**config.mk**
```make
export PLATFORM = sky130hd
export DESIGN_NAME = fp32_to_int_seq
export DESIGN_NICKNAME = d
export VERILOG_FILES = /design/src/rtl/fpu_pkg.sv /design/src/rtl/fp32_unpack.sv /design/src/rtl/fp32_to_int_seq.sv
export SDC_FILE = /design/constraint.sdc
export NUM_CORES = 1
export LEC_CHECK = 0
export CAP_MARGIN = 0
export CORE_ASPECT_RATIO = 0.6
export CORE_UTILIZATION = 25
export CTS_BUF_LIST = sky130_fd_sc_hd__clkbuf_8
export CTS_CLUSTER_DIAMETER = 80
export DETAILED_ROUTE_END_ITERATION = 10
export GPL_ROUTABILITY_DRIVEN = 0
export GPL_TIMING_DRIVEN = 0
export PLACE_DENSITY_LB_ADDON = 0.08
export SLEW_MARGIN = 20
export SYNTH_ARGS = -nofsm -noshare
export SYNTH_HDL_FRONTEND = slang
export SYNTH_SLANG_ARGS = --single-unit
```
**constraint.sdc**
```tcl
create_clock -name clk -period 4.9 [get_ports clk]
set_input_delay 0.98 -clock clk [delete_from_list [all_inputs] [get_ports clk]]
set_output_delay 0.98 -clock clk [all_outputs]
set_load 0.02 [all_outputs]
```
**src/rtl/fpu_pkg.sv**
```systemverilog
// ---------------------------------------------------------------------------
// fpu_pkg
// Shared single-precision definitions for the FPU datapaths: field widths,
// bias, integer saturation limits, the packed fp32 field view and the state
// encoding of the sequential float-to-int converter.
// ---------------------------------------------------------------------------
package fpu_pkg;

    localparam int FP_EXP_W  = 8;
    localparam int FP_FRAC_W = 23;
    localparam int FP_BIAS   = 127;

    localparam logic [FP_EXP_W-1:0] FP_EXP_INF = 8'hFF;

    localparam logic [31:0] INT_MAX = 32'h7FFFFFFF;
    localparam logic [31:0] INT_MIN = 32'h80000000;

    // Exponent at which the hidden bit lands exactly on integer bit 0
    // (bias + fraction width = 150). Below it the mantissa shifts right.
    localparam logic [FP_EXP_W-1:0] RIGHT_EXP_BASE = 8'(FP_BIAS + FP_FRAC_W);

    // Smallest exponent whose magnitude no longer fits in int32 (2^31).
    localparam logic [FP_EXP_W-1:0] SAT_EXP = 8'(FP_BIAS + 31);

    // Right shifts of 25 or more leave only sticky information.
    localparam logic [4:0] MAX_RSHIFT = 5'd25;

    // -2^31 is the only value at SAT_EXP that is still representable.
    localparam logic [31:0] FP_NEG_2_31 = 32'hCF000000;

    typedef struct packed {
        logic                 sign;
        logic [FP_EXP_W-1:0]  exp;
        logic [FP_FRAC_W-1:0] frac;
    } fp32_t;

    typedef enum logic [1:0] {
        IDLE  = 2'd0,
        SHIFT = 2'd1,
        ROUND = 2'd2,
        DONE  = 2'd3
    } conv_state_t;

endpackage

```
**src/rtl/fp32_unpack.sv**
```systemverilog
// ---------------------------------------------------------------------------
// fp32_unpack
// Purely combinational field decoder for an IEEE-754 single-precision word.
// Ports:
//   i_a               fp32 operand {sign, exp, frac}
//   o_sign/o_exp/o_frac  raw fields
//   o_isNan           exp all ones, fraction nonzero
//   o_isInf           exp all ones, fraction zero
//   o_isZeroOrDenorm  exp zero
//   o_mant            24-bit mantissa with the hidden bit set
//   o_isRight         exponent below 150, so the mantissa must shift right
//   o_rshiftCnt       150 - exp, clamped to 25 (zero when o_isRight is low)
// ---------------------------------------------------------------------------
module fp32_unpack
    import fpu_pkg::*;
(
    input  logic [31:0]          i_a,
    output logic                 o_sign,
    output logic [FP_EXP_W-1:0]  o_exp,
    output logic [FP_FRAC_W-1:0] o_frac,
    output logic                 o_isNan,
    output logic                 o_isInf,
    output logic                 o_isZeroOrDenorm,
    output logic [FP_FRAC_W:0]   o_mant,
    output logic                 o_isRight,
    output logic [4:0]           o_rshiftCnt
);

    fp32_t               w_fields;
    logic [FP_EXP_W-1:0] w_rightDiff;

    assign w_fields = i_a;

    assign o_sign = w_fields.sign;
    assign o_exp  = w_fields.exp;
    assign o_frac = w_fields.frac;

    assign o_isNan          = (w_fields.exp == FP_EXP_INF) && (w_fields.frac != '0);
    assign o_isInf          = (w_fields.exp == FP_EXP_INF) && (w_fields.frac == '0);
    assign o_isZeroOrDenorm = (w_fields.exp == '0);

    // Hidden bit is always set here; callers screen out zero/denormals first.
    assign o_mant = {1'b1, w_fields.frac};

    assign o_isRight   = (w_fields.exp < RIGHT_EXP_BASE);
    assign w_rightDiff = RIGHT_EXP_BASE - w_fields.exp;

    // Clamp so the shift counter stays 5 bits wide.
    always_comb begin
        o_rshiftCnt = 5'd0;
        if (o_isRight) begin
            if (w_rightDiff >= {3'b000, MAX_RSHIFT}) begin
                o_rshiftCnt = MAX_RSHIFT;
            end else begin
                o_rshiftCnt = w_rightDiff[4:0];
            end
        end
    end

endmodule

```
**src/rtl/fp32_to_int_seq.sv**
```systemverilog
// ---------------------------------------------------------------------------
// fp32_to_int_seq
// Multi-cycle fp32 -> signed int32 converter, round to nearest even.
// The mantissa is shifted right up to SHIFT_STEP bits per cycle while the
// discarded bits are folded into guard/sticky, then rounded in one cycle.
// Ports:
//   clk, rst        clock, asynchronous active-high reset
//   in_valid/in_ready/in_a   operand handshake (accepted only in IDLE)
//   out_valid/out_ready      result handshake (result held until taken)
//   out_q           int32 result, two's complement
//   out_invalid     NaN, Inf or out-of-range operand
//   out_inexact     nonzero bits were discarded by rounding
// ---------------------------------------------------------------------------
module fp32_to_int_seq
    import fpu_pkg::*;
#(
    parameter int SHIFT_STEP = 4
)(
    input  logic        clk,
    input  logic        rst,
    input  logic        in_valid,
    output logic        in_ready,
    input  logic [31:0] in_a,
    output logic        out_valid,
    input  logic        out_ready,
    output logic [31:0] out_q,
    output logic        out_invalid,
    output logic        out_inexact
);

    localparam logic [4:0] STEP_N = 5'(SHIFT_STEP);

    conv_state_t r_state;
    conv_state_t w_nextState;

    logic [31:0] r_mag;
    logic [4:0]  r_rem;
    logic        r_guard;
    logic        r_sticky;
    logic        r_sign;
    logic [31:0] r_q;
    logic        r_invalid;
    logic        r_inexact;

    logic                 w_sign;
    logic [FP_EXP_W-1:0]  w_exp;
    logic [FP_FRAC_W-1:0] w_frac;
    logic                 w_isNan;
    logic                 w_isInf;
    logic                 w_isZeroOrDenorm;
    logic [FP_FRAC_W:0]   w_mant;
    logic                 w_isRight;
    logic [4:0]           w_rshiftCnt;

    logic        w_accept;
    logic        w_isSpecial;
    logic        w_isLeft;
    logic        w_isFarRight;
    logic [31:0] w_specQ;
    logic        w_specInvalid;
    logic        w_specInexact;
    logic [7:0]  w_leftAmt;
    logic [31:0] w_leftMag;

    logic [4:0]  w_stepN;
    logic [31:0] w_outMask;
    logic [31:0] w_lowMask;
    logic [31:0] w_magShifted;
    logic        w_guardNew;
    logic        w_stickyNew;

    logic        w_inc;
    logic [31:0] w_rounded;
    logic [31:0] w_signedQ;

    fp32_unpack u_unpack (
        .i_a              (in_a),
        .o_sign           (w_sign),
        .o_exp            (w_exp),
        .o_frac           (w_frac),
        .o_isNan          (w_isNan),
        .o_isInf          (w_isInf),
        .o_isZeroOrDenorm (w_isZeroOrDenorm),
        .o_mant           (w_mant),
        .o_isRight        (w_isRight),
        .o_rshiftCnt      (w_rshiftCnt)
    );

    assign in_ready    = (r_state == IDLE);
    assign out_valid   = (r_state == DONE);
    assign out_q       = r_q;
    assign out_invalid = r_invalid;
    assign out_inexact = r_inexact;

    assign w_accept = in_valid && in_ready;

    // Operand classification at accept time.
    assign w_isSpecial  = w_isNan || w_isInf || w_isZeroOrDenorm || (w_exp >= SAT_EXP);
    assign w_isLeft     = !w_isSpecial && !w_isRight;
    assign w_isFarRight = (w_rshiftCnt == MAX_RSHIFT);

    // Exponents 150..157 shift left by 0..7; the result stays below 2^31.
    assign w_leftAmt = w_exp - RIGHT_EXP_BASE;
    assign w_leftMag = {8'h00, w_mant} << w_leftAmt;

    // Results that bypass the shifter entirely.
    always_comb begin
        w_specQ       = 32'h0;
        w_specInvalid = 1'b0;
        w_specInexact = 1'b0;
        if (w_isNan) begin
            w_specQ       = INT_MAX;
            w_specInvalid = 1'b1;
        end else if (w_isInf) begin
            w_specQ       = w_sign ? INT_MIN : INT_MAX;
            w_specInvalid = 1'b1;
        end else if (w_isZeroOrDenorm) begin
            w_specQ       = 32'h0;
            w_specInexact = (w_frac != '0);
        end else if (in_a == FP_NEG_2_31) begin
            w_specQ       = INT_MIN;
        end else begin
            w_specQ       = w_sign ? INT_MIN : INT_MAX;
            w_specInvalid = 1'b1;
        end
    end

    // One shift step: the top discarded bit becomes the new guard, every bit
    // below it plus the previous guard collapses into sticky.
    assign w_stepN      = (r_rem > STEP_N) ? STEP_N : r_rem;
    assign w_outMask    = (32'd1 << w_stepN) - 32'd1;
    assign w_lowMask    = w_outMask >> 1;
    assign w_magShifted = r_mag >> w_stepN;
    assign w_guardNew   = |(r_mag & (w_outMask ^ w_lowMask));
    assign w_stickyNew  = r_sticky | r_guard | (|(r_mag & w_lowMask));

    // Round to nearest, ties to even; the magnitude cannot overflow here.
    assign w_inc     = r_guard & (r_sticky | r_mag[0]);
    assign w_rounded = r_mag + {31'h0, w_inc};
    assign w_signedQ = r_sign ? (32'h0 - w_rounded) : w_rounded;

    // State register.
    always_ff @(posedge clk or posedge rst) begin
        if (rst) begin
            r_state <= IDLE;
        end else begin
            r_state <= w_nextState;
        end
    end

    // Next-state logic.
    always_comb begin
        w_nextState = r_state;
        case (r_state)
            IDLE: begin
                if (w_accept) begin
                    if (w_isSpecial) begin
                        w_nextState = DONE;
                    end else if (w_isLeft || w_isFarRight) begin
                        w_nextState = ROUND;
                    end else begin
                        w_nextState = SHIFT;
                    end
                end
            end
            SHIFT: begin
                if (r_rem == w_stepN) begin
                    w_nextState = ROUND;
                end
            end
            ROUND: begin
                w_nextState = DONE;
            end
            DONE: begin
                if (out_ready) begin
                    w_nextState = IDLE;
                end
            end
            default: begin
                w_nextState = IDLE;
            end
        endcase
    end

    // Datapath and result registers; results only change on accept of a
    // special operand or in ROUND, so they are stable throughout DONE.
    always_ff @(posedge clk or posedge rst) begin
        if (rst) begin
            r_mag     <= 32'h0;
            r_rem     <= 5'd0;
            r_guard   <= 1'b0;
            r_sticky  <= 1'b0;
            r_sign    <= 1'b0;
            r_q       <= 32'h0;
            r_invalid <= 1'b0;
            r_inexact <= 1'b0;
        end else begin
            case (r_state)
                IDLE: begin
                    if (w_accept) begin
                        r_sign   <= w_sign;
                        r_guard  <= 1'b0;
                        r_sticky <= 1'b0;
                        r_rem    <= 5'd0;
                        r_mag    <= 32'h0;
                        if (w_isSpecial) begin
                            r_q       <= w_specQ;
                            r_invalid <= w_specInvalid;
                            r_inexact <= w_specInexact;
                        end else if (w_isLeft) begin
                            r_mag <= w_leftMag;
                        end else if (w_isFarRight) begin
                            r_sticky <= 1'b1;
                        end else begin
                            r_mag <= {8'h00, w_mant};
                            r_rem <= w_rshiftCnt;
                        end
                    end
                end
                SHIFT: begin
                    r_mag    <= w_magShifted;
                    r_guard  <= w_guardNew;
                    r_sticky <= w_stickyNew;
                    r_rem    <= r_rem - w_stepN;
                end
                ROUND: begin
                    r_q       <= w_signedQ;
                    r_invalid <= 1'b0;
                    r_inexact <= r_guard | r_sticky;
                end
                default: begin
                end
            endcase
        end
    end

endmodule

```
==> flow_summary.ini, run 1 <==
[clock_tree]
clk_pin_slew_ns = 0.10
cts.sink_count = 76
worstSkewPairLatency_ns = 0.40
numCtsBuffers = 9
cts_tree = done
root_buffer = clkbuf_8
ctsHoldBuffers = 0
cts_buffer_depth = 2
htreeDepth = 3

[power]
p_comb_frac = 0.721
swShare = 0.551
peakVddDrop_mv = 0.260
switching_power_mw = 3.41
p_total_mw = 6.19
leakagePower_nw = 3.80
clock_power_share = 0.094
p_int_mw = 2.78
power_density_nw_per_um2 = 607
p_seq_frac = 0.185

[placed_design]
post_dp_cell_area_um2 = 9910
port_buffers = 69
dp_hpwl_um = 31400

[sta]
tightestPinTransition_ns = 1.03
skew_ns = 0.0139
timing.hold.ws_ns = 0.530
slew_headroom = 0.313
setup_violations = 0
hold_viol_final = 0
fin_crit_sh = 0.952
clock.fmax_mhz = 214
rsz0062_at_grt = no
fin_crit_ns = 4.66
drv_slew = 0

[detailed_routing]
drt_iter0_markers = 974
detail_route.wl_per_cell_um = 23.2
dr_total_vias = 9439
dr.pass1.iters = 6
drt-total-wl_um = 39100
drc = 0
post_drt_via_cell_ratio = 5.60
ant_nets = 0

[cells_and_area]
regArea_um2 = 1900
fillCellCount = 3727
nets = 1274
num_antenna_cells = 0
finalInstanceArea_um2 = 10200
multi_input_area_um2 = 6180
layout-drive-gt1-share = 0.108
area_delta_synth_final_pct = 18.5

[synth]
async_flop_share = 1.00
synth_seq_cells = 76
synth_seq_area_share = 0.221
synth_cells = 1141
synth_cell_types = 84
netlist_area_um2 = 8610
synth.avg_cell_area_um2 = 7.54
yosysWarningCount = 0
synth_flop_cell = dfrtp_1
syn_nets = 1192
synth-edff-count = 0

[grt]
use_met3 = 0.0461
grt.total_usage = 0.221
grt_max_degree = 52
grt_use_met2 = 0.269
antenna_found_initial = 0
grt_pass1_vias = 8813
overflow = 0
grt_util_met1 = 0.379
grt_pass1_wl_um = 58700
top_usage_layer = met1

[setup_path]
slowest_stage = clkdlybuf4s50_1
ff2ff_setup_slack_ns = 0.37
criticalPathCategory = input pin to register
r2r_end = r_sticky
critPathCapture = r_mag[16]
worst_ep_arrival_time_ns = 4.99
required_ns = 5.22
reg2reg_from = r_rem[2]
critPathLaunch = in_a[23]
cp_max_fo = 17
critPathTopFamily = buffers and inverters
timing.critical_path.depth = 12
max_stage_delay_ns = 0.51
crit_top_cell = or3_1
cp-start-kind = input pin
cp_cell_sequence = clkdlybuf4s50_1 > clkbuf_2 > clkinvlp_4 > ha_1 > and3_1 > a221o_1 > or3_1 > or3_1 > nor2_1 > buf_2 > a222oi_1 > o21ai_0
path_buf_inv = 4
ff2ff_path_depth = 12
end_kind = register

[job]
maxCapViolations = 0

[floorplan]
row_count = 52
start_util = 0.255
die_area_um2 = 35200
die_y_um = 146
core_area_um2 = 33800
io_pins = 72
die_w_um = 242

[min_path]
hold_class = register to register

[outcome]
status = completed
worst min-delay path by stage:
stage          startpoint        end  slack, ns  depth (start not counted)
5_1_grt          out_q[8]   out_q[8]       0.55                          2
4_1_cts          out_q[8]   out_q[8]       0.54                          2
2_1_floorplan    r_sticky   r_sticky       0.50                          2
3_3_place_gp    out_q[19]  out_q[19]       0.52                          2
3_5_place_dp    out_q[19]  out_q[19]       0.52                          2
6_report         out_q[8]   out_q[8]       0.53                          2
layer usage:
| layer | vias up | wire length, µm |
|---|---|---|
| li1 | 4378 | - |
| met1 | 4720 | 21700 |
| met2 | 321 | 14200 |
| met3 | 20 | 2960 |
| met4 | 0 | 272 |
| met5 | - | 0 |
cell type report:
cell class / count / area share
multi-input combinational: 931 / 0.606
sequential: 76 / 0.186
timing repair buffer: 74 / 0.0731
tap: 459 / 0.0563
buffer: 111 / 0.0477
clock buffer: 10 / 0.0135
clock inverter: 6 / 0.00858
inverter: 20 / 0.00834
worst reg2reg max path, delay by kind of cell (launching register included):
family,cells,cell delay [ns]
xor+xnor,1,0.18
compound gates,4,1.17
flops,1,0.36
buf+inv,3,1.05
fa+ha+maj,1,0.29
simple gates,3,1.36
power by group through the flow:
| stage | clock network (mW) | logic [mW] | registers [mW] |
|---|---|---|---|
| after floorplan | 0 | 2.67 | 1.26 |
| after global placement | 0 | 4.37 | 1.16 |
| after detailed placement | 0 | 4.36 | 1.16 |
| after CTS | 0.603 | 4.39 | 1.14 |
| after global routing | 0.628 | 4.82 | 1.19 |
| final | 0.583 | 4.46 | 1.15 |
sequential cells by signal, indices dropped and copies added (netlist names):
| signal | flops |
|---|---|
| r_state | 2 |
| r_sign | 1 |
| r_mag | 32 |
| r_sticky | 1 |
| r_guard | 1 |
| out_q | 32 |
| out_inexact | 1 |
| r_rem | 5 |
| out_invalid | 1 |
cell usage in the layout (no fill, tap or decap), drive strengths merged, types with 6 or more instances in the layout:
cell type      synthesis  final
mux2                  26     26
or3                   15     15
a31oi                 15     15
ha                    15     15
a222oi                 7      7
o31ai                 17     17
xor2                  23     23
o22ai                  8      8
a22oi                  6      6
inv                   18     17
nand2b                 8      8
buf                   34     36
o211ai                 7      7
nand2                142    142
clkdlybuf4s50          0     69
nand4                 21     21
o21ai                 89     89
or2                   10     10
clkbuf                80     90
a21oi                 82     82
a211oi                27     27
xnor2                 35     35
and3                  20     20
a221o                  8      8
o41ai                  7      7
nand3                 36     36
nor4                  20     20
mux2i                 44     44
nor2                 105    105
and2                   8      8
and4                   9      9
mux4                  15     15
nor2b                  8      8
nor3                  27     27
dfrtp                 76     76
timing repair:
item	CTS	global route
endpoints found under the setup margin	68	55
pin swaps	0	0
setup buffers	0	3
gates resized for setup	7	12
cells by family after synthesis:
logic type      Yosys count  synth area share
compound gates          324             0.250
other cells               1          0.000436
simple gates            448             0.258
flops                    76             0.221
mux                      85             0.124
buf+inv                 134            0.0651
xor+xnor                 58            0.0590
fa+ha+maj                15            0.0218
Yosys cell counts (4+ instances only):
library cell | instances | area, µm²
nor2_1 | 105 | 394
nor2b_1 | 8 | 50.1
a211oi_2 | 5 | 62.6
inv_1 | 18 | 67.6
nor4_1 | 17 | 106
mux2_2 | 26 | 293
xor2_1 | 23 | 201
or2_2 | 9 | 56.3
nand3_1 | 34 | 170
nand4b_1 | 4 | 35.0
and3_1 | 20 | 125
buf_2 | 19 | 95.1
o21ai_0 | 80 | 400
nand2b_1 | 8 | 50.1
mux2i_1 | 44 | 440
nor3b_1 | 4 | 30.0
a221oi_1 | 4 | 35.0
a31oi_1 | 15 | 93.8
a211oi_1 | 22 | 165
and2_1 | 8 | 50.1
nand4_1 | 20 | 125
ha_1 | 15 | 188
a21oi_1 | 81 | 405
a211o_1 | 5 | 43.8
o2111ai_1 | 4 | 35.0
buf_1 | 9 | 33.8
and4_1 | 9 | 78.8
clkbuf_1 | 80 | 300
o21ai_1 | 9 | 45.0
nand2_1 | 142 | 533
a22oi_1 | 6 | 45.0
o31ai_1 | 17 | 128
o211ai_1 | 7 | 52.6
or4_1 | 4 | 30.0
nor3_1 | 27 | 135
o41ai_1 | 5 | 43.8
o22ai_1 | 7 | 43.8
a221o_1 | 8 | 80.1
or3_1 | 15 | 93.8
o21a_1 | 4 | 30.0
dfrtp_1 | 76 | 1900
mux4_2 | 15 | 338
a31o_2 | 5 | 43.8
a222oi_1 | 7 | 70.1
xnor2_1 | 35 | 307
metrics by stage:
step            util  instances  TNS [ns]  setup WS, ns
6_report       0.302       1687         0         0.236
5_1_grt        0.302       1687         0        0.0148
4_1_cts        0.301       1685         0       0.00453
3_5_place_dp   0.294       1671    -74.23         -1.27
3_3_place_gp   0.292       1669    -81.58         -1.47
2_1_floorplan      -       1141         0         0.712
Power figures use the tool's default switching activity.
==> run 2: changes to the inputs <==
Settings changed: ABC_CLOCK_PERIOD_IN_PS from default to 4900.
==> results of run 2 <==
The final DEF is identical to that of run 1; final timing and power are the same.
==> run 3: changes to the inputs <==
Settings changed: CTS_CLUSTER_DIAMETER 80 to 60.
==> results of run 3 <==
The final DEF is identical to that of run 1; final timing and power are the same.
